File: src/rtl/iob_axis2axi_in.sv
// iob_axis2axi_in
// Drains a fixed number of 32-bit AXI-Stream beats into memory as AXI4 INCR
// write bursts. A config handshake supplies the byte start address and the
// word count. Each burst is capped at 2**BURST_W beats and, for address
// widths of 13 bits or more, never crosses a 4 KiB boundary.
//
// Ports:
//   clk_i, cke_i, arst_n_i           clock, clock enable, async active-low reset
//   config_in_*                      start address / length request (ready in IDLE)
//   axis_in_*                        stream input (passed through to W in DATA)
//   axi_aw*, axi_w*, axi_b*          AXI4 write channels (no read channels)
//   busy_o                           high whenever the FSM is not IDLE
//   error_o                          sticky, set on any non-OKAY write response
module iob_axis2axi_in #(
  parameter int AXI_ADDR_W = 16,
  parameter int AXI_DATA_W = 32,
  parameter int AXI_LEN_W  = 8,
  parameter int AXI_ID_W   = 1,
  parameter int BURST_W    = 3
) (
  input  logic                      clk_i,
  input  logic                      cke_i,
  input  logic                      arst_n_i,
  input  logic [AXI_ADDR_W-1:0]     config_in_addr_i,
  input  logic [AXI_ADDR_W-1:0]     config_in_length_i,
  input  logic                      config_in_valid_i,
  output logic                      config_in_ready_o,
  input  logic [AXI_DATA_W-1:0]     axis_in_data_i,
  input  logic                      axis_in_valid_i,
  output logic                      axis_in_ready_o,
  output logic [AXI_ID_W-1:0]       axi_awid_o,
  output logic [AXI_ADDR_W-1:0]     axi_awaddr_o,
  output logic [AXI_LEN_W-1:0]      axi_awlen_o,
  output logic [2:0]                axi_awsize_o,
  output logic [1:0]                axi_awburst_o,
  output logic                      axi_awlock_o,
  output logic [3:0]                axi_awcache_o,
  output logic [3:0]                axi_awqos_o,
  output logic                      axi_awvalid_o,
  input  logic                      axi_awready_i,
  output logic [AXI_DATA_W-1:0]     axi_wdata_o,
  output logic [(AXI_DATA_W/8)-1:0] axi_wstrb_o,
  output logic                      axi_wlast_o,
  output logic                      axi_wvalid_o,
  input  logic                      axi_wready_i,
  input  logic [1:0]                axi_bresp_i,
  input  logic                      axi_bvalid_i,
  output logic                      axi_bready_o,
  output logic                      busy_o,
  output logic                      error_o
);

  localparam logic [AXI_ADDR_W-1:0] MAX_BURST = {{(AXI_ADDR_W-1){1'b0}}, 1'b1} << BURST_W;

  typedef enum logic [2:0] {
    ST_IDLE = 3'd0,
    ST_CALC = 3'd1,
    ST_ADDR = 3'd2,
    ST_DATA = 3'd3,
    ST_RESP = 3'd4
  } state_t;

  state_t                r_state;
  logic [AXI_ADDR_W-1:0] r_addr;
  logic [AXI_ADDR_W-1:0] r_remaining;
  logic [AXI_LEN_W-1:0]  r_awlen;
  logic [AXI_LEN_W-1:0]  r_beat_cnt;
  logic                  r_error;
  logic                  r_awvalid;
  logic                  r_bready;
  logic                  r_cfg_ready;
  logic                  r_busy;
  logic                  r_data_en;

  logic [AXI_ADDR_W-1:0] w_size_len;
  logic [AXI_ADDR_W-1:0] w_size;
  logic [AXI_ADDR_W-1:0] w_burst_bytes;
  logic                  w_wlast;
  logic                  w_w_hs;

  // Burst length limited by the remaining word count and the burst cap.
  always_comb begin
    if (r_remaining < MAX_BURST) begin
      w_size_len = r_remaining;
    end else begin
      w_size_len = MAX_BURST;
    end
  end

  generate
    if (AXI_ADDR_W >= 13) begin : g_4k
      logic [12:0] w_to_4k_words;
      // Further limit the burst to the words left before the next 4 KiB page.
      always_comb begin
        w_to_4k_words = (13'h1000 - {1'b0, r_addr[11:0]}) >> 2;
        if (AXI_ADDR_W'(w_to_4k_words) < w_size_len) begin
          w_size = AXI_ADDR_W'(w_to_4k_words);
        end else begin
          w_size = w_size_len;
        end
      end
    end else begin : g_no4k
      assign w_size = w_size_len;
    end
  endgenerate

  // Bytes covered by the burst just completed; the address wraps naturally.
  assign w_burst_bytes = (AXI_ADDR_W'(r_awlen) + {{(AXI_ADDR_W-1){1'b0}}, 1'b1}) << 2;
  assign w_wlast       = (r_beat_cnt == r_awlen);
  assign w_w_hs        = r_data_en && axis_in_valid_i && axi_wready_i;

  // Control FSM; all handshake outputs are registered alongside the state.
  always_ff @(posedge clk_i or negedge arst_n_i) begin
    if (!arst_n_i) begin
      r_state     <= ST_IDLE;
      r_addr      <= '0;
      r_remaining <= '0;
      r_awlen     <= '0;
      r_beat_cnt  <= '0;
      r_error     <= 1'b0;
      r_awvalid   <= 1'b0;
      r_bready    <= 1'b0;
      r_cfg_ready <= 1'b1;
      r_busy      <= 1'b0;
      r_data_en   <= 1'b0;
    end else if (cke_i) begin
      case (r_state)
        ST_IDLE: begin
          if (config_in_valid_i) begin
            r_addr      <= config_in_addr_i;
            r_remaining <= config_in_length_i;
            r_error     <= 1'b0;
            // A zero-length request is accepted but generates no traffic.
            if (config_in_length_i != '0) begin
              r_state     <= ST_CALC;
              r_cfg_ready <= 1'b0;
              r_busy      <= 1'b1;
            end
          end
        end
        ST_CALC: begin
          r_awlen     <= AXI_LEN_W'(w_size - {{(AXI_ADDR_W-1){1'b0}}, 1'b1});
          r_remaining <= r_remaining - w_size;
          r_beat_cnt  <= '0;
          r_awvalid   <= 1'b1;
          r_state     <= ST_ADDR;
        end
        ST_ADDR: begin
          if (axi_awready_i) begin
            r_awvalid <= 1'b0;
            r_data_en <= 1'b1;
            r_state   <= ST_DATA;
          end
        end
        ST_DATA: begin
          if (w_w_hs) begin
            if (w_wlast) begin
              r_data_en <= 1'b0;
              r_bready  <= 1'b1;
              r_state   <= ST_RESP;
            end else begin
              r_beat_cnt <= r_beat_cnt + {{(AXI_LEN_W-1){1'b0}}, 1'b1};
            end
          end
        end
        ST_RESP: begin
          if (axi_bvalid_i) begin
            r_bready <= 1'b0;
            if (axi_bresp_i != 2'b00) begin
              r_error <= 1'b1;
            end
            r_addr <= r_addr + w_burst_bytes;
            // An error response does not abort the remaining bursts.
            if (r_remaining == '0) begin
              r_state     <= ST_IDLE;
              r_cfg_ready <= 1'b1;
              r_busy      <= 1'b0;
            end else begin
              r_state <= ST_CALC;
            end
          end
        end
        default: begin
          r_state     <= ST_IDLE;
          r_awvalid   <= 1'b0;
          r_bready    <= 1'b0;
          r_data_en   <= 1'b0;
          r_cfg_ready <= 1'b1;
          r_busy      <= 1'b0;
        end
      endcase
    end
  end

  assign config_in_ready_o = r_cfg_ready;
  assign busy_o            = r_busy;
  assign error_o           = r_error;

  assign axi_awid_o    = {AXI_ID_W{1'b0}};
  assign axi_awaddr_o  = r_addr;
  assign axi_awlen_o   = r_awlen;
  assign axi_awsize_o  = 3'd2;
  assign axi_awburst_o = 2'd1;
  assign axi_awlock_o  = 1'b0;
  assign axi_awcache_o = 4'd2;
  assign axi_awqos_o   = 4'd0;
  assign axi_awvalid_o = r_awvalid;

  // Stream-to-W pass-through, enabled only between AW handshake and last beat.
  assign axi_wdata_o     = axis_in_data_i;
  assign axi_wstrb_o     = {(AXI_DATA_W/8){1'b1}};
  assign axi_wlast_o     = w_wlast;
  assign axi_wvalid_o    = r_data_en && axis_in_valid_i;
  assign axis_in_ready_o = r_data_en && axi_wready_i;
  assign axi_bready_o    = r_bready;

endmodule

File: config.mk
export PLATFORM = sky130hd
export DESIGN_NAME = iob_axis2axi_in
export DESIGN_NICKNAME = d
export VERILOG_FILES = /design/src/rtl/iob_axis2axi_in.sv
export SDC_FILE = /design/constraint.sdc
export NUM_CORES = 1
export LEC_CHECK = 0
export ABC_AREA = 1
export BUFFER_PORTS_ARGS = -buffer_cell sky130_fd_sc_hd__clkbuf_2
export CORE_MARGIN = 3
export CORE_UTILIZATION = 24
export CTS_CLUSTER_DIAMETER = 150
export DETAILED_ROUTE_END_ITERATION = 7
export PLACE_DENSITY = 0.45
export SLEW_MARGIN = 10
export SYNTH_ARGS = -nofsm -noshare
export SYNTH_HDL_FRONTEND = slang
export SYNTH_SLANG_ARGS = --single-unit
File: constraint.sdc
create_clock -name clk_i -period 4.1 [get_ports clk_i]
set_clock_uncertainty 0.05 [all_clocks]
set_input_delay 0.615 -clock clk_i [delete_from_list [all_inputs] [get_ports clk_i]]
set_output_delay 0.615 -clock clk_i [all_outputs]
set_load 0.02 [all_outputs]
* After elaboration in Yosys (flattened, before gate mapping) *
Cells that the tools add are included.

operators by class
  multiply operators = 0
  order comparisons = 2
  div/mod/pow operators = 0
  bitwise logic cells = 4
  shift-type cells = 0
  multiplexer cells = 42
  equality and inequality tests = 14
  add/subtract/negate cells = 6
  reduce and logical (&&, ||, !) cells = 24

operator list
  cell                                                  count
  two-way mux 16 bit                                    5
  one-hot mux 16 bit (2 select lines)                   2
  two-way mux 1 bit                                     19
  two-way mux 3 bit                                     6
  inequality test 2 bit (second input constant)         9
  adder 16 x 11 -> 16 bit                               1
  logical NOT 16 bit                                    1
  < comparator 11 x 16 -> 1 bit                         1
  < comparator 16 x 4 -> 1 bit (second input constant)  1
  two-way mux 8 bit                                     2
  one-hot mux 8 bit (2 select lines)                    1
  nonzero test 16 bit                                   1
  subtractor 16 bit                                     1
  one-hot mux 1 bit (3 select lines)                    5
  one-hot mux 3 bit (5 select lines)                    1
  AND reduction 5 bit                                   3
  subtractor 13 x 12 -> 13 bit (first input constant)   1
  OR reduction 3 bit                                    4
  adder 8 x 1 -> 9 bit (second input constant)          1
  adder 8 x 1 -> 8 bit (second input constant)          1
  == test 8 bit                                         1
  AND reduction 4 bit                                   2
  nonzero test 2 bit                                    4
  subtractor 8 x 1 -> 8 bit (second input constant)     1
  11 further kinds                                      18

storage, ports and cells
  output and inout bits = 83
  word-level logic and storage cells = 103
  flip-flop bits (word level) = 57
  bits in latches = 0
  bits in writable memories = 0
  bits in read-only memories = 0
  memories = 0

* Longest topological paths before layout *
Gate-level depths: netlist of the first run.

  depth in word-level cells = 6
  gate-level depth with buffers = 33
  mapped depth without buffers = 33

* Least setup slack after synthesis of the first run *
OpenSTA, ideal clock, no wires.

  path kind = flip-flop to flip-flop
  from = reg r_addr[0], in the netlist axi_awaddr_o[0]
  to = reg r_remaining[10]
  arrival = 4.325 ns
  cell stages (with the launch flop) = 29
  path slack = -0.391 ns
  path buffers = 0
  required time = 3.934 ns
  cell sequence = dfrtp_1 nor2_2 nand2_2 nor2_4 nand3_2 or2_4 nor2_8 nand3_1 or2_2 nor2_1 ha_1 nand2_1 inv_1 a221oi_4 nand2_4 o21ai_2 inv_1 ha_1 fa_1 inv_1 nand3_1 nand2_1 nand3_1 nand2_1 nand2_1 nand3_1 nand3_1 nand2_1 nand2_1

on the way
  longest elaborated chain between the ends = 5

RTL lines
  item                                   line  source
  start, declared                        64    logic [AXI_ADDR_W-1:0] r_addr;
  start signal, assigned                 130   r_addr <= config_in_addr_i;
  start signal, assigned                 172   r_addr <= r_addr + w_burst_bytes;
  subtractor 13 x 12 -> 13 bit *         95    w_to_4k_words = (13'h1000 - {1'b0, r_addr[11:0]}) >> 2;
  < comparator 11 x 16 -> 1 bit          96    if (AXI_ADDR_W'(w_to_4k_words) < w_size_len) begin
  two-way mux 16 bit *                   96
  subtractor 16 bit *                    143   r_remaining <= r_remaining - w_size;
  one-hot mux 16 bit (2 select lines) *  127   case (r_state)
  end signal, assigned                   131   r_remaining <= config_in_length_i;
  end signal, assigned                   143
  end, declared                          65    logic [AXI_ADDR_W-1:0] r_remaining;

Every way passes the cells marked *; elsewhere a longest branch is shown, timed or not.
A chain may end at the register's enable or synchronous reset.

* Worst setup path after layout of the first run *
  from = reg r_addr[1], in the netlist axi_awaddr_o[1]
  to = reg r_remaining[8]

Same word-level chain as after synthesis.

==> summary.md, run 1 <==
| Metric | Value |
|---|---|
| Result of the run | `finished, final reports clean` |
| Type of the worst setup path | `flop to flop` |
| Area growth from synthesis to layout | `24.86%` |
| EDFF count, synth | `0` |
| Dominant synthesized flop cell | `sky130_fd_sc_hd__dfrtp_1` |
| Global-route usage over all layers | `13.06%` |
| Critical path startpoint category | `flop` |
| RSZ-0062 raised after global routing | `yes` |
| Top post-synthesis cells by area | `sky130_fd_sc_hd__dfrtp_1, sky130_fd_sc_hd__nand2_1, sky130_fd_sc_hd__inv_1` |
| CP max stage cell | `sky130_fd_sc_hd__dfrtp_2` |
| Effective utilization at floorplan | `24.46%` |
| Number of antenna cells inserted | `0` |
| Post-synthesis cell count | `776` |
| Slew at the pin closest to its max-slew limit | `0.7795 ns` |
| Routed via count | `5031` |
| Maximum number of buffers from clock root to sink | `2` |
| Core Region | `0.02189 mm²` |
| Placed cell count | `1142` |
| Clock-pin slew on the worst setup and hold paths | `0.06 ns` |
| 1st-pass router iterations | `5` |
| Proportion of netlist area held by the largest area contributor | `26.17%` |
| Fraction of registers with async set or reset after synthesis | `100.0%` |
| Count of final hold-check violations | `0` |
| Overflow left after global routing | `0` |
| Hold buffer count at cts | `0` |
| Post-layout minimum cycle time | `4.080 ns` |
| Highest clock rate | `245.1 MHz` |
| Total I/O pin count | `157` |
| Peak ir drop on the vdd network | `0.0003350 V` |
| Post-layout nets | `985` |
| Number of buffer and inverter stages on the critical path | `5` |
| Mapped cell area | `0.005355 mm²` |
| Most frequent standard cell in the layout excluding fill and tap cells | `sky130_fd_sc_hd__nand2_1` |
| Fraction of final layout cells with drive strength greater than 1 | `25.93%` |
| Setup violators final | `0` |
| Area of the multi-input gates | `0.003342 mm²` |
| DRC marker count from the first detailed-route iteration | `241` |
| Fraction of the mapped netlist area in compound gates | `12.17%` |
| Endpoint arrival time on the critical path | `4.27 ns` |
| Layout Utilization | `30.54%` |
| Parity-gate share of the synthesized area counting xor and xnor cells | `4.720%` |
| Cell internal pwr | `3056 µW` |
| First-pass GRT wire length | `25380 µm` |
| Portion of total power attributed to the clock network | `14.7%` |
| Post-detail-place hpwl | `12380 µm` |
| Number of max-cap violations | `0` |
| Area of the die | `0.02414 mm²` |
| Final non-filler cell total | `1163` |
| Number of CTS-inserted buffers | `9` |
| Post-route DRC | `0` |
| Portion of total power attributed to combinational logic | `67.5%` |
| Share of total power in sequential cells | `17.8%` |
| Simple logic cell fraction of the synthesized area | `31.71%` |
| Slew Viols, Final | `0` |
| Die span in y | `155.4 µm` |
| Fill cells | `2455` |
| Final period utilization | `99.51%` |
| Wire length per cell | `13.39 µm` |
| Syn_area_per_cell | `6.901 µm²` |
| Root Driver | `sky130_fd_sc_hd__clkbuf_16` |
| Source of the critical timing path | `axi_awaddr_o[1]` |
| Per-cell via count in the routed design | `4.326` |
| WL final | `15570 µm` |
| Multiplexer fraction of the synthesized cell area | `0%` |
| Sequential standard cell area | `0.001430 mm²` |
| Main combinational cell family by area after synthesis | `simple AND/OR/NAND/NOR gates` |
| PortBufs | `73` |
| Path category of the worst min-delay check | `input pin to asynchronous set/reset pin` |
| Insertion delay of the later-clocked pin in the worst-skew pair | `0.34 ns` |
| Max H-tree Level | `3` |
| Largest net degree at the start of global routing | `30` |
| Unique cell type count in the Yosys netlist | `53` |
| Initial antenna violation count | `0` |
| Fraction of the yosys area taken by sequential cells | `26.66%` |
| Reg2reg start | `axi_awaddr_o[1]` |
| CP Data Required Time | `4.29 ns` |
| Net switching fraction of the power | `50.31%` |
| Type of element capturing the critical path | `flop` |
| Total net switching power | `3094 µW` |
| Adder-cell share of the synthesized area | `7.991%` |
| Setup slack, reg-to-reg | `0.02 ns` |
| Commonest non-fill, non-tap cells in the layout | `sky130_fd_sc_hd__nand2_1, sky130_fd_sc_hd__inv_1, sky130_fd_sc_hd__clkbuf_2, sky130_fd_sc_hd__nor2_1, sky130_fd_sc_hd__dfrtp_1` |
| X dimension of the die | `155.4 µm` |
| Leakage power | `0.003466 µW` |
| Number of global-route vias before repair | `5000` |
| Kind of cell with the highest combined delay on the critical path | `simple AND/OR/NAND/NOR gates` |
| Routed Antenna Nets | `0` |
| Max transition margin | `48.03%` |
| Max stage delay on crit path | `0.42 ns` |
| TritonCTS clock tree | `yes` |
| GP Congestion | `0.7993` |
| Clock sink total | `57` |
| Site row count | `54` |
| Ratio of total power to cell area | `919.9 mW/mm²` |
| Synthesis warning total | `0` |
| Largest area contributor in the synthesized netlist | `sky130_fd_sc_hd__dfrtp_1` |
| Crit Path Max Fanout | `5` |
| Register bit count reported by yosys | `57` |
-- repair_timing --
action | in CTS | in global routing
pin swaps | 8 | 18
gates resized for setup | 7 | 37
endpoints found under the setup margin | 13 | 17
gates cloned | 0 | 0
buffers inserted | 3 | 3
-- state kept, by name, indices dropped and copies added (netlist names) --
signal             count
busy_o                 1
r_state                3
error_o                1
r_remaining           16
axi_awlen_o            8
axi_awaddr_o          16
r_beat_cnt             8
axi_awvalid_o          1
config_in_ready_o      1
r_data_en              1
axi_bready_o           1
-- power groups by stage --
stage               sequential [µW]  clock (µW)  combinational (µW)
floorplan                      1200           0                2630
global placement               1110           0                3890
detailed placement             1100           0                3890
CTS                            1090         927                3960
global route                   1140         950                4730
finish                         1100         905                4150
-- cells in the mapped netlist (4+ instances only) --
cell type	n
sky130_fd_sc_hd__o22ai_1	4
sky130_fd_sc_hd__nand2_1	177
sky130_fd_sc_hd__ha_1	31
sky130_fd_sc_hd__nor3_1	13
sky130_fd_sc_hd__dfrtp_1	56
sky130_fd_sc_hd__nand2_2	8
sky130_fd_sc_hd__o211ai_1	4
sky130_fd_sc_hd__xor2_1	12
sky130_fd_sc_hd__nand3_2	6
sky130_fd_sc_hd__nor2_1	70
sky130_fd_sc_hd__o21ai_1	7
sky130_fd_sc_hd__nand3_1	42
sky130_fd_sc_hd__a21oi_1	22
sky130_fd_sc_hd__a22oi_1	7
sky130_fd_sc_hd__nand2_4	7
sky130_fd_sc_hd__inv_1	113
sky130_fd_sc_hd__nand4_1	10
sky130_fd_sc_hd__inv_2	7
sky130_fd_sc_hd__nor4_1	7
sky130_fd_sc_hd__o21ai_0	48
sky130_fd_sc_hd__clkbuf_1	7
sky130_fd_sc_hd__xnor2_1	15
sky130_fd_sc_hd__or2_2	5
sky130_fd_sc_hd__o31ai_1	4
sky130_fd_sc_hd__buf_4	51
-- cell families (layout without fill, tap and decap cells) --
logic type | count (synthesis) | in the layout
adders and majority gates | 33 | 33
and+or+nand+nor | 363 | 363
xor gates and xnor gates | 28 | 28
AOI/OAI and AO/OA | 110 | 110
other | 2 | 30
DFF | 57 | 57
buffers and inverters | 183 | 262
-- routing by layer --
metal | vias to the layer above | global-route usage [%] | routed length (µm)
met2 | 68 | 22.43 | 7720
met5 | - | 0 | 0
met1 | 2339 | 17.07 | 7208
met3 | 10 | 2.086 | 481
li1 | 2614 | - | -
met4 | 0 | 3.376 | 163
-- per-stage QoR --
stage               hold slack (ns)  setup slack [ns]  area (µm²)  TNS [ns]  power, µW
floorplan                    0.2694           0.04619        5485         0       3827
global placement             0.4228          -0.08142        6116   -0.4367       4993
detailed placement           0.4321           -0.1391        6116    -1.013       4994
CTS                          0.3230          0.002037        6506         0       5984
global route                 0.3575           -0.2949        6686    -3.251       6811
finish                       0.2903           0.02004        6686         0       6151
-- worst paths after layout --
| path | cells after the start | end |
|---|---|---|
| worst max-delay path | 29 | r_remaining[8] |
| worst min-delay path | 1 | r_state[2] |
| worst max register to register | 29 | r_remaining[8] |
| worst min register to register | 2 | busy_o |
| max in group asynchronous | 2 | config_in_ready_o |
| min in group clk_i | 3 | axi_awaddr_o[0] |
-- cell type report --
cell class,count,share of cell area [%]
repair buffers,124,11.36
clock buffers,11,3.630
clock inverters,5,1.534
well taps,280,5.240
inverters,122,6.868
flip-flops and latches,57,21.39
multi-input cells,564,49.98
Power figures use the tool's default switching activity.
==> run 2: changes to the inputs <==
--- a/config.mk
+++ b/config.mk
@@ -6,12 +6,13 @@
 export NUM_CORES = 1
 export LEC_CHECK = 0
 export ABC_AREA = 1
-export BUFFER_PORTS_ARGS = -buffer_cell sky130_fd_sc_hd__clkbuf_2
+export BUFFER_PORTS_ARGS = -buffer_cell sky130_fd_sc_hd__buf_4
 export CORE_MARGIN = 3
 export CORE_UTILIZATION = 24
 export CTS_CLUSTER_DIAMETER = 150
 export DETAILED_ROUTE_END_ITERATION = 7
 export PLACE_DENSITY = 0.45
+export SETUP_SLACK_MARGIN = 0.15
 export SLEW_MARGIN = 10
 export SYNTH_ARGS = -nofsm -noshare
 export SYNTH_HDL_FRONTEND = slang
==> run 2 against run 1 <==
  * Routed wire length shrank 0.21%
  * Core utilization grew 1.7 points
  * Cell count grew 1.1%
  * Sequential share of layout area shrank 1.2 points
  * Critical path depth shrank 1
  * Critical endpoint is now r_remaining[4]
  * Largest cell class unchanged
  * Largest power group unchanged
==> summary.md, run 2 (synthesized netlist as in run 1, its figures left out) <==
| Metric | Value |
|---|---|
| Cell internal pwr | `3329 µW (+8.9%)` |
| Layout Utilization | `32.28% (+1.7 points)` |
| Net switching fraction of the power | `49.00% (-1.3 points)` |
| Setup violators final | `0 (unchanged)` |
| Sequential standard cell area | `0.001430 mm² (unchanged)` |
| Insertion delay of the later-clocked pin in the worst-skew pair | `0.34 ns (about the same)` |
| Path category of the worst min-delay check | `input pin to asynchronous set/reset pin` |
| Fraction of final layout cells with drive strength greater than 1 | `29.35% (+3.4 points)` |
| Slew Viols, Final | `0 (unchanged)` |
| Ratio of total power to cell area | `923.6 mW/mm² (+0.40%)` |
| Final WS setup | `0.04422 ns (+0.02418 ns)` |
| Endpoint arrival time on the critical path | `4.21 ns (-0.06 ns)` |
| Crit Path Max Fanout | `6 (+1)` |
| Post-layout minimum cycle time | `4.056 ns (-0.02418 ns)` |
| Total I/O pin count | `157 (unchanged)` |
| Result of the run | `finished, final reports clean` |
| Max transition margin | `44.87% (-3.2 points)` |
| CP max stage cell | `sky130_fd_sc_hd__dfrtp_2` |
| Area of the multi-input gates | `0.003436 mm² (+2.8%)` |
| Commonest non-fill, non-tap cells in the layout | `sky130_fd_sc_hd__nand2_1, sky130_fd_sc_hd__buf_4, sky130_fd_sc_hd__inv_1, sky130_fd_sc_hd__nor2_1, sky130_fd_sc_hd__dfrtp_1` |
| Hold buffer count at cts | `0 (unchanged)` |
| GP Congestion | `0.8180 (+2.3%)` |
| Total power after layout | `6527 µW (+6.1%)` |
| Max H-tree Level | `3 (unchanged)` |
| Leakage power | `0.003624 µW (+4.6%)` |
| Largest net degree at the start of global routing | `58 (+93%)` |
| Share of total power in sequential cells | `16.9% (-0.9 points)` |
| Count of final hold-check violations | `0 (unchanged)` |
| CP Data Required Time | `4.25 ns (-0.04 ns)` |
| Critical path startpoint category | `flop` |
| PortBufs | `73 (unchanged)` |
| Worst slack, placed | `-0.1951 ns (-0.05601 ns)` |
| Post-route DRC | `0 (unchanged)` |
| Per-cell via count in the routed design | `4.312 (-0.32%)` |
| Overflow left after global routing | `0 (unchanged)` |
| Final period utilization | `98.92% (-0.59 points)` |
| Root Driver | `sky130_fd_sc_hd__clkbuf_16` |
| Site row count | `54 (unchanged)` |
| Library cell appearing most often on the critical path | `sky130_fd_sc_hd__inv_2` |
| Highest clock rate | `246.6 MHz (+0.60%)` |
| Fill cells | `2451 (-0.16%)` |
| Number of max-cap violations | `0 (unchanged)` |
| Max stage delay on crit path | `0.40 ns (-0.02 ns)` |
| Maximum number of buffers from clock root to sink | `2 (unchanged)` |
| Global-route usage over all layers | `13.16% (+0.11 points)` |
| Number of global-route vias before repair | `5036 (+0.72%)` |
| Core Region | `0.02189 mm² (unchanged)` |
| Portion of total power attributed to combinational logic | `69.3% (+1.8 points)` |
| Routed via count | `5071 (+0.80%)` |
| Wire length per cell | `13.22 µm (-1.3%)` |
| Routed Antenna Nets | `0 (unchanged)` |
| RSZ-0062 raised after global routing | `yes` |
| DRC marker count from the first detailed-route iteration | `215 (-11%)` |
| Most frequent standard cell in the layout excluding fill and tap cells | `sky130_fd_sc_hd__nand2_1` |
| Clock-pin slew on the worst setup and hold paths | `0.06 ns (about the same)` |
| Slew at the pin closest to its max-slew limit | `0.8270 ns (+0.04740 ns)` |
| Effective utilization at floorplan | `24.46% (unchanged)` |
| Area growth from synthesis to layout | `31.96%` |
| Area of the die | `0.02414 mm² (unchanged)` |
| Total net switching power | `3198 µW (+3.3%)` |
| Portion of total power attributed to the clock network | `13.8% (-0.9 points)` |
| 1st-pass router iterations | `4 (-1)` |
| First-pass GRT wire length | `25410 µm (+0.11%)` |
| Post-layout nets | `998 (+1.3%)` |
| TritonCTS clock tree | `yes` |
| Clock sink total | `57 (unchanged)` |
| Number of CTS-inserted buffers | `9 (unchanged)` |
| Type of element capturing the critical path | `flop` |
| Peak ir drop on the vdd network | `0.0003009 V (-10%)` |
| Initial antenna violation count | `0 (unchanged)` |
| WL final | `15540 µm (-0.21%)` |
| X dimension of the die | `155.4 µm (unchanged)` |
| Type of the worst setup path | `flop to flop` |
| Post-detail-place hpwl | `12110 µm (-2.2%)` |
| Die span in y | `155.4 µm (unchanged)` |
| Number of antenna cells inserted | `0 (unchanged)` |
-- run 2: what timing repair did --
item / in CTS / in global routing
setup buffers: 14 / 6
setup endpoints to repair: 17 / 19
resized for setup: 22 / 45
gates cloned: 0 / 0
endpoints found under the hold margin: 0 / 0
pin swaps: 21 / 11
-- run 2: final timing paths --
path | slack [ns] | cells after the start | from | end
max | 0.04 | 28 | axi_awaddr_o[0] | r_remaining[4]
min | 0.28 | 1 | arst_n_i | r_remaining[12]
max reg2reg | 0.04 | 28 | axi_awaddr_o[0] | r_remaining[4]
min reg2reg | 0.44 | 2 | config_in_ready_o | config_in_ready_o
max in group asynchronous | 3.06 | 1 | arst_n_i | axi_awaddr_o[1]
min in group clk_i | 0.44 | 2 | config_in_ready_o | config_in_ready_o
-- run 2: metal layers --
layer | vias to the layer above | track usage, % | wire, µm
met3 | 15 | 2.225 | 434
met2 | 60 | 22.78 | 7674
met5 | - | 0 | 0
li1 | 2641 | - | -
met1 | 2355 | 16.74 | 7201
met4 | 0 | 4.043 | 231
-- run 2: final cells by class --
cell class,instances,area share (%)
Multi-Input combinational cell,564,48.62
Sequential cell,57,20.24
Timing Repair Buffer,137,14.77
Inverter,122,6.533
Tap cell,280,4.958
Clock buffer,11,3.435
Clock inverter,5,1.452
-- run 2: power groups by stage --
stage / clock, µW / sequential [µW] / combinational, µW
global placement: 0 / 1100 / 3970
finish: 900 / 1100 / 4520
CTS: 927 / 1100 / 4260
floorplan: 0 / 1200 / 2650
global route: 948 / 1140 / 5100
detailed placement: 0 / 1100 / 3980
-- run 2: metrics by stage --
stage          instance area, µm²  instances  TNS, ns  hold WS, ns
6_report                     7067       1176        0       0.2787
5_1_grt                      7067       1176   -1.985       0.3970
4_1_cts                      6860       1170        0       0.3527
3_5_place_dp                 6307       1140   -1.546       0.4343
3_3_place_gp                 6307       1140  -0.9745       0.4242
2_1_floorplan                5509        804        0       0.2694
-- run 2: worst max-delay path: cells and delay by family, from the launching register on --
family | cells | cell delay, ns
AO/OA/AOI/OAI | 5 | 0.74
XOR/XNOR | 1 | 0.14
flip-flops | 1 | 0.40
adder cells (fa/ha/maj) | 3 | 0.74
buffers and inverters | 6 | 0.43
AND/OR/NAND/NOR | 13 | 1.43
==> run 3: changes to the inputs <==
--- a/config.mk
+++ b/config.mk
@@ -6,12 +6,12 @@
 export NUM_CORES = 1
 export LEC_CHECK = 0
 export ABC_AREA = 1
-export BUFFER_PORTS_ARGS = -buffer_cell sky130_fd_sc_hd__buf_4
 export CORE_MARGIN = 3
 export CORE_UTILIZATION = 24
 export CTS_CLUSTER_DIAMETER = 150
 export DETAILED_ROUTE_END_ITERATION = 7
-export PLACE_DENSITY = 0.45
+export DONT_BUFFER_PORTS = 1
+export PLACE_DENSITY = 0.38
 export SETUP_SLACK_MARGIN = 0.15
 export SLEW_MARGIN = 10
 export SYNTH_ARGS = -nofsm -noshare
==> run 3 against run 2 <==
  * Combinational power fell by 4.6%
  * Via count fell by 2.9%
  * First-iteration DRC count fell by 4.2%
  * Register-to-register slack barely moved
  * Die area did not move
  * Largest power group unchanged
  * Maximum frequency fell by 0.25%
  * Critical path type unchanged
==> summary.md, run 3 (synthesized netlist as in run 1, its figures left out) <==
| Metric | Value |
|---|---|
| Result of the run | `finished, final reports clean` |
| Routed via count | `4923 (-2.9%)` |
| Root Driver | `sky130_fd_sc_hd__clkbuf_16` |
| Portion of total power attributed to combinational logic | `68.5% (-0.8 points)` |
| Clock sink total | `57 (unchanged)` |
| TritonCTS clock tree | `yes` |
| Overflow left after global routing | `0 (unchanged)` |
| Endpoint arrival time on the critical path | `4.25 ns (+0.04 ns)` |
| Most frequent standard cell in the layout excluding fill and tap cells | `sky130_fd_sc_hd__nand2_1` |
| RSZ-0062 raised after global routing | `yes` |
| Count of final hold-check violations | `0 (unchanged)` |
| Sequential standard cell area | `0.001430 mm² (unchanged)` |
| Post-detail-place hpwl | `12560 µm (+3.7%)` |
| Type of the worst setup path | `flop to flop` |
| Insertion delay of the later-clocked pin in the worst-skew pair | `0.34 ns (about the same)` |
| Final period utilization | `99.17% (+0.25 points)` |
| Type of element capturing the critical path | `flop` |
| X dimension of the die | `155.4 µm (unchanged)` |
| 1st-pass router iterations | `5 (+1)` |
| CP Data Required Time | `4.28 ns (+0.03 ns)` |
| Worst reg2reg path endpoint | `r_remaining[8]` |
| Share of total power in sequential cells | `19.1% (+2.2 points)` |
| Area of the multi-input gates | `0.003456 mm² (+0.58%)` |
| Area growth from synthesis to layout | `24.02%` |
| Largest net degree at the start of global routing | `57 (-1.7%)` |
| Die span in y | `155.4 µm (unchanged)` |
| Area of the die | `0.02414 mm² (unchanged)` |
| Slew at the pin closest to its max-slew limit | `0.5719 ns (-0.2551 ns)` |
| Reg2reg start | `axi_awaddr_o[0]` |
| Library cell appearing most often on the critical path | `sky130_fd_sc_hd__nand3_1` |
| Routed Antenna Nets | `0 (unchanged)` |
| Initial antenna violation count | `0 (unchanged)` |
| Path category of the worst min-delay check | `input pin to asynchronous set/reset pin` |
| Post-route DRC | `0 (unchanged)` |
| Setup violators final | `0 (unchanged)` |
| Fraction of final layout cells with drive strength greater than 1 | `24.79% (-4.6 points)` |
| DRC marker count from the first detailed-route iteration | `206 (-4.2%)` |
| Portion of total power attributed to the clock network | `12.4% (-1.4 points)` |
| Critical path startpoint category | `flop` |
| Fill cells | `2424 (-1.1%)` |
| Hold Slack | `0.07741 ns (-0.2013 ns)` |
| Commonest non-fill, non-tap cells in the layout | `sky130_fd_sc_hd__nand2_1, sky130_fd_sc_hd__inv_1, sky130_fd_sc_hd__buf_4, sky130_fd_sc_hd__nor2_1, sky130_fd_sc_hd__dfrtp_1` |
| First-pass GRT wire length | `25880 µm (+1.9%)` |
| Leakage power | `0.003312 µW (-8.6%)` |
| Worst slack, placed | `-0.2019 ns (-0.006850 ns)` |
| Peak ir drop on the vdd network | `0.0002662 V (-12%)` |
| Ratio of total power to cell area | `946.4 mW/mm² (+2.5%)` |
| Effective utilization at floorplan | `24.46% (unchanged)` |
| Final WS setup | `0.03389 ns (-0.01033 ns)` |
| Per-cell via count in the routed design | `4.399 (+2.0%)` |
| Post-layout minimum cycle time | `4.066 ns (+0.01033 ns)` |
| PortBufs | `0 (-100%)` |
| Net switching fraction of the power | `50.84% (+1.8 points)` |
| Number of CTS-inserted buffers | `9 (unchanged)` |
| Slew Viols, Final | `0 (unchanged)` |
| Crit Path Max Fanout | `5 (-1)` |
| Setup slack, reg-to-reg | `0.03 ns (about the same)` |
| Core Region | `0.02189 mm² (unchanged)` |
| Number of global-route vias before repair | `4941 (-1.9%)` |
| WL final | `16450 µm (+5.8%)` |
| Wire length per cell | `14.70 µm (+11%)` |
| Global-route usage over all layers | `13.56% (+0.39 points)` |
| GP Congestion | `0.8354 (+2.1%)` |
| Worst Reg2Reg Path Length in Cells | `29 (+3.6%)` |
| CP max stage cell | `sky130_fd_sc_hd__dfrtp_2` |
| Total I/O pin count | `157 (unchanged)` |
| Clock-pin slew on the worst setup and hold paths | `0.06 ns (about the same)` |
| Total Neg Setup Slack | `0 ns (unchanged)` |
| Total net switching power | `3195 µW (about the same)` |
| Max transition margin | `61.83% (+17 points)` |
| Max stage delay on crit path | `0.40 ns (about the same)` |
| Site row count | `54 (unchanged)` |
| Number of antenna cells inserted | `0 (unchanged)` |
| Highest clock rate | `245.9 MHz (-0.25%)` |
| Total power after layout | `6285 µW (-3.7%)` |
| Max H-tree Level | `3 (unchanged)` |
| Maximum number of buffers from clock root to sink | `2 (unchanged)` |
| Cell internal pwr | `3090 µW (-7.2%)` |
| Number of max-cap violations | `0 (unchanged)` |
| Post-layout nets | `942 (-5.6%)` |
-- run 3: worst max-delay path, delay by kind of cell, from the launching register on --
kind / cells / cell delay (ns)
AOI/OAI and AO/OA: 2 / 0.49
xor gates and xnor gates: 1 / 0.14
adders and majority gates: 3 / 0.74
buffers and inverters: 5 / 0.32
DFF: 1 / 0.40
and+or+nand+nor: 18 / 1.84
-- run 3: worst max path at each step --
stage,startpoint,endpoint
finish,axi_awaddr_o[0],r_remaining[8]
CTS,axi_awaddr_o[0],r_remaining[8]
global placement,axi_awaddr_o[1],r_remaining[10]
detailed placement,axi_awaddr_o[1],r_remaining[12]
floorplan,axi_awaddr_o[1],r_remaining[10]
global route,axi_awaddr_o[0],r_remaining[8]
-- run 3: layer usage --
| layer | part of all wire, % | wire length, µm | vias to the layer above | track usage, % |
|---|---|---|---|---|
| li1 | - | - | 2528 | - |
| met1 | 45 | 7433 | 2299 | 16.87 |
| met2 | 49 | 7999 | 81 | 23.30 |
| met3 | 4.5 | 745 | 15 | 3.282 |
| met4 | 1.6 | 269 | 0 | 3.918 |
| met5 | 0 | 0 | - | 0 |
-- run 3: final cells by class --
cell class / count / area share, %
flip-flops and latches: 57 / 21.53
multi-input cells: 564 / 52.03
clock buffers: 12 / 3.862
clock inverters: 3 / 0.6029
repair buffers: 81 / 9.740
inverters: 122 / 6.952
well taps: 280 / 5.275
-- run 3: stage by stage --
| step | utilization, % | instances | instance area [µm²] |
|---|---|---|---|
| finish | 30.34 | 1119 | 6641 |
| global route | 30.34 | 1119 | 6641 |
| CTS | 29.29 | 1111 | 6412 |
| detailed placement | 26.51 | 1073 | 5804 |
| global placement | 26.51 | 1073 | 5804 |
| floorplan | - | 804 | 5509 |
-- run 3: what timing repair did --
action | in CTS | in global routing
endpoints found under the hold margin | 56 | 0
hold buffers | 1 | 0
endpoints found under the setup margin | 17 | 19
buffers inserted | 22 | 8
gates resized for setup | 26 | 45
pin swaps | 24 | 19
-- run 3: power by group through the flow --
stage	registers, µW	logic, µW	clock network, µW
after floorplan	1200	2650	0
after global placement	1210	3720	0
after detailed placement	1210	3700	0
after CTS	1200	4020	808
after global routing	1240	4890	827
final	1200	4310	779
